===== src/rtl/if_fetch_stage.sv =====
// Instruction-fetch stage: owns the PC, reads the instruction memory combinationally
// and latches the fetched word into the IF/ID register; stops on an all-zero word.
//
//   state   | meaning
//   --------+-----------------------------------------------
//   ST_RUN  | fetching sequential words each unstalled edge
//   ST_HALT | all-zero word seen; PC frozen until a redirect
module if_fetch_stage #(
  parameter logic [31:0] RESET_PC      = 32'h0000_0000,
  parameter int          IM_DEPTH_LOG2 = 4,
  parameter int          CNT_W         = 16
) (
  input  logic             clk,
  input  logic             reset,
  input  logic [31:0]      im_ir,
  input  logic             stall,
  input  logic             branch_taken,
  input  logic [31:0]      branch_target,
  output logic [31:0]      pc,
  output logic [31:0]      ifid_ir,
  output logic [31:0]      ifid_pc,
  output logic [31:0]      ifid_pc4,
  output logic             ifid_valid,
  output logic             halted,
  output logic [CNT_W-1:0] fetch_count
);

  localparam logic [0:0] ST_RUN  = 1'b0;
  localparam logic [0:0] ST_HALT = 1'b1;

  localparam logic [IM_DEPTH_LOG2-1:0] IDX_ONE = {{(IM_DEPTH_LOG2-1){1'b0}}, 1'b1};
  localparam logic [CNT_W-1:0]         CNT_ONE = {{(CNT_W-1){1'b0}}, 1'b1};

  logic [0:0]  state;
  logic [31:0] pc_seq;
  logic        unused_target_bits;

  // Only the word index advances; bits above it and the byte offset are left alone.
  always_comb begin
    pc_seq = pc;
    pc_seq[IM_DEPTH_LOG2+1:2] = pc[IM_DEPTH_LOG2+1:2] + IDX_ONE;
  end

  assign unused_target_bits = ^branch_target[1:0];
  assign halted = (state == ST_HALT);

  always_ff @(posedge clk or negedge reset) begin
    if (!reset) begin
      pc          <= RESET_PC;
      ifid_ir     <= 32'd0;
      ifid_pc     <= 32'd0;
      ifid_pc4    <= 32'd0;
      ifid_valid  <= 1'b0;
      fetch_count <= '0;
      state       <= ST_RUN;
    end else if (branch_taken) begin
      // Redirect wins over stall and also leaves HALT.
      pc         <= {branch_target[31:2], 2'b00};
      ifid_valid <= 1'b0;
      ifid_ir    <= 32'd0;
      state      <= ST_RUN;
    end else if (!stall) begin
      if (state == ST_HALT) begin
        ifid_valid <= 1'b0;
      end else if (im_ir == 32'd0) begin
        state      <= ST_HALT;
        ifid_valid <= 1'b0;
        ifid_ir    <= 32'd0;
      end else begin
        ifid_ir    <= im_ir;
        ifid_pc    <= pc;
        ifid_pc4   <= pc + 32'd4;
        ifid_valid <= 1'b1;
        pc         <= pc_seq;
        if (fetch_count != '1) fetch_count <= fetch_count + CNT_ONE;
      end
    end
  end

endmodule


===== config.mk =====
export PLATFORM = sky130hd
export DESIGN_NAME = if_fetch_stage
export DESIGN_NICKNAME = d
export VERILOG_FILES = /design/src/rtl/if_fetch_stage.sv
export SDC_FILE = /design/constraint.sdc
export NUM_CORES = 1
export LEC_CHECK = 0
export CAP_MARGIN = 10
export CORE_MARGIN = 3
export CORE_UTILIZATION = 41
export DETAILED_ROUTE_END_ITERATION = 7
export HOLD_SLACK_MARGIN = 0.1
export PLACE_DENSITY = 0.87
export SYNTH_ARGS = -nofsm -noshare
export SYNTH_HDL_FRONTEND = slang
export SYNTH_SLANG_ARGS = --single-unit

===== constraint.sdc =====
create_clock -name clk -period 1.8 [get_ports clk]
set_input_delay 0.27 -clock clk [delete_from_list [all_inputs] [get_ports clk]]
set_output_delay 0.27 -clock clk [all_outputs]
set_load 0.1 [all_outputs]

==> summary.txt <==
Setup crit start kind: flip-flop
Pwr dens: 1310 nW/µm²
Footprint of the multi-input gates: 2590 µm²
Synth top area share: 0.558
Initial antenna violation count: 1
Register area share after synthesis: 0.558
DP HPWL: 13500 µm
Worst-path clk slew: 0.06 ns
TritonRoute pass-1 iters: 4
Headroom to the max-slew limit: 0.597
Crit-path cells: nor3_2, buf_4, o21ai_4, buf_12, buf_12, or4b_4, xnor2_2
Hold Startpoint: im_ir[30]
Hold Fails Final Rpt: 0
Met3 GRT Util: 0.0733
Post-Synthesis Cells: 580
Setup CP Type: reg -> reg
Crit-path max FO: 15
Top cells by area, synth: dfrtp_1, nand2_1, a22o_1, mux2_2, buf_4
Capturing point of the worst reg2reg path: fetch_count[12]
Antenna viol nets, final: 0
CTS buffer count: 17
Total grt overflow: 0
Starting Density: 0.426
Vias per cell: 5.20
Predominant post-synthesis flop cell: dfrtp_1
Skew-Pair Late Insertion Delay: 0.42 ns
Reg power frac: 0.300
Area grow syn2layout: 64.0%
Commonest cells post-synth: dfrtp_1, nand2_1, buf_4, a22o_1, o21ai_1
Final nets: 904
TritonCTS clock tree: done
Worst IR drop on VDD: 1.40 mV
RR Startpoint: halted
Number of flops mapped to enable cells by yosys: 0
CP max-delay cell: or4b_4
Min cycle time layout: 1.83 ns
Total Routed Length: 19300 µm
Max cap viols: 0
Fmax: 547 MHz
GRT met2 Usage: 0.372
Core Box Area: 14800 µm²
DRC Markers: 0
Yosys warns: 0
Yosys top cell by area: dfrtp_1
Combinational Power Share: 0.411
Post-synth ARST share: 1.00
Failing checks: setup timing
Pint: 7.77 mW
Crit path DAT: 2.13 ns
Clk_skew: 0.00545 ns
Fraction of layout instances using a drive strength above 1: 0.403
HP Class: in -> reg
Worst slew pin tran: 0.601 ns
Sum of negative setup slack: -0.0289 ns
Switching Share: 0.425
Worst path max stage delay: 0.49 ns
Grt met1 use: 0.283
Worst Hold End: ifid_ir[30]
Die Y: 130 µm
Die Area: 16800 µm²
Via count: 5366
Final worst setup slack: -0.0289 ns
Worst Path Required: 2.11 ns
Wire length per cell: 18.7 µm
Htree depth: 4
Worst Path Buf+Inv: 3
Die X: 130 µm
Clock power frac: 0.289
Post-synthesis area per instance: 10.8 µm²
Final setup fails: 1
Worst R2R Path Depth: 7
Synth cell types: 40
Rows: 44
Number of global-route vias before repair: 5544
DRT iter0 DRCs: 261
Layout Cells excl Fill: 1031
NetSw: 5.74 mW
Worst reg2reg setup slack: -0.03 ns
Crit path capture type: flip-flop
Count leader, synth: dfrtp_1
Post-Place Cells: 987
Register Area: 3540 µm²
Fillers: 998
Top Family by Delay on Critical Path: simple AND/OR/NAND/NOR gates
Final period util: 1.02
P_leak: 4.84 nW
Mapped cell area: 6280 µm²
Routability-driven placement congestion ratio: 0.801
CTS Sinks: 140
Buffers on Ports: 205
GRT Util Overall: 0.228
Max-slew violations: 0
Global-route wire length before repair: 29600 µm
IO Pins: 214
#FFs+latches synth: 140
Largest net degree at the start of global routing: 68
Clk root buf: clkbuf_16
Status: complete, but fails checks
Max Buffers Root-to-Sink: 2
RSZ-0062 raised after global routing: true
Worst path most repeated cell: buf_12
Worst hold path depth: 2
GRT busiest layer: met2
flip-flops by register name, summed over array words and instances, names as in the netlist:
name,flops
pc,30
ifid_pc4,30
ifid_pc,30
ifid_valid,1
ifid_ir,32
halted,1
fetch_count,16
repair_timing:
| item | in CTS | in global routing |
|---|---|---|
| gates cloned | 1 | 4 |
| endpoints found under the setup margin | 85 | 66 |
| hold buffers | 1 | 0 |
| pin swaps | 5 | 14 |
| gates resized for setup | 11 | 30 |
| hold endpoints to repair | 47 | 0 |
| setup buffers | 1 | 5 |
cells by family (layout without fill, tap and decap cells):
family / count (synthesis) / after routing / share of synthesized area
flip-flops: 140 / 140 / 0.558
other: 1 / 7 / 0.000597
multiplexers: 25 / 25 / 0.0448
AO/OA/AOI/OAI: 75 / 77 / 0.0821
XOR/XNOR: 46 / 46 / 0.0641
AND/OR/NAND/NOR: 225 / 225 / 0.175
buffers and inverters: 66 / 325 / 0.0711
adder cells (fa/ha/maj): 2 / 2 / 0.00398
layout by cell type, fill, tap and decap left out, types with 20 or more instances in the layout:
cell type and instances:
xnor2_1 21, a22o_1 32, o21ai_1 25, dfrtp_1 119, buf_4 153, buf_12 67
nand2_1 137, clkdlybuf4s50_1 49, mux2_2 24, clkbuf_16 20, xor2_1 24
per-stage QoR:
stage	power, mW	utilization	hold WS [ns]	setup slack [ns]	area (µm²)
2_1_floorplan	7.74	-	-0.0256	-0.120	6430
3_3_place_gp	9.50	0.630	0.186	-0.528	9290
3_5_place_dp	9.59	0.630	0.197	-0.540	9290
4_1_cts	13.5	0.680	0.215	0.00125	10000
5_1_grt	13.9	0.698	0.129	-0.0922	10300
6_report	13.5	0.698	0.135	-0.0289	10300
layer usage:
layer	routed length (µm)	vias to the layer above
met3	1430	33
met1	7610	2655
met2	9840	196
met4	439	0
li1	-	2482
met5	0	-
power by group through the flow:
stage | registers (mW) | clock network [mW] | logic (mW)
finish | 4.05 | 3.90 | 5.56
floorplan | 6.53 | 0 | 1.21
detailed placement | 4.09 | 0 | 5.50
CTS | 4.05 | 3.94 | 5.53
global route | 4.11 | 4.06 | 5.75
global placement | 4.07 | 0 | 5.43
worst reg2reg max path: stages, from the launching register on:
cell and delay [ns]:
dfrtp_2 0.41, nor3_2 0.17, buf_4 0.15, o21ai_4 0.06, buf_12 0.15, buf_12 0.14, or4b_4 0.50, xnor2_2 0.14
worst max path at each step:
stage	from	to	slack, ns	cells past startpoint
floorplan	fetch_count[0]	fetch_count[12]	-0.12	5
global placement	im_ir[3]	ifid_pc4[25]	-0.53	8
detailed placement	im_ir[3]	ifid_pc4[14]	-0.54	9
CTS	im_ir[9]	ifid_pc4[14]	0.001	9
global route	halted	fetch_count[12]	-0.09	7
finish	halted	fetch_count[12]	-0.03	7
final cells by class:
cell class / instances / share of cell area
Antenna cell: 1 / 0.000243
Inverter: 4 / 0.00146
Multi-Input combinational cell: 381 / 0.252
Tap cell: 184 / 0.0223
Timing Repair Buffer: 290 / 0.316
Clock inverter: 11 / 0.0183
Clock buffer: 20 / 0.0453
Sequential cell: 140 / 0.344
(Power assumes the default switching activity.)
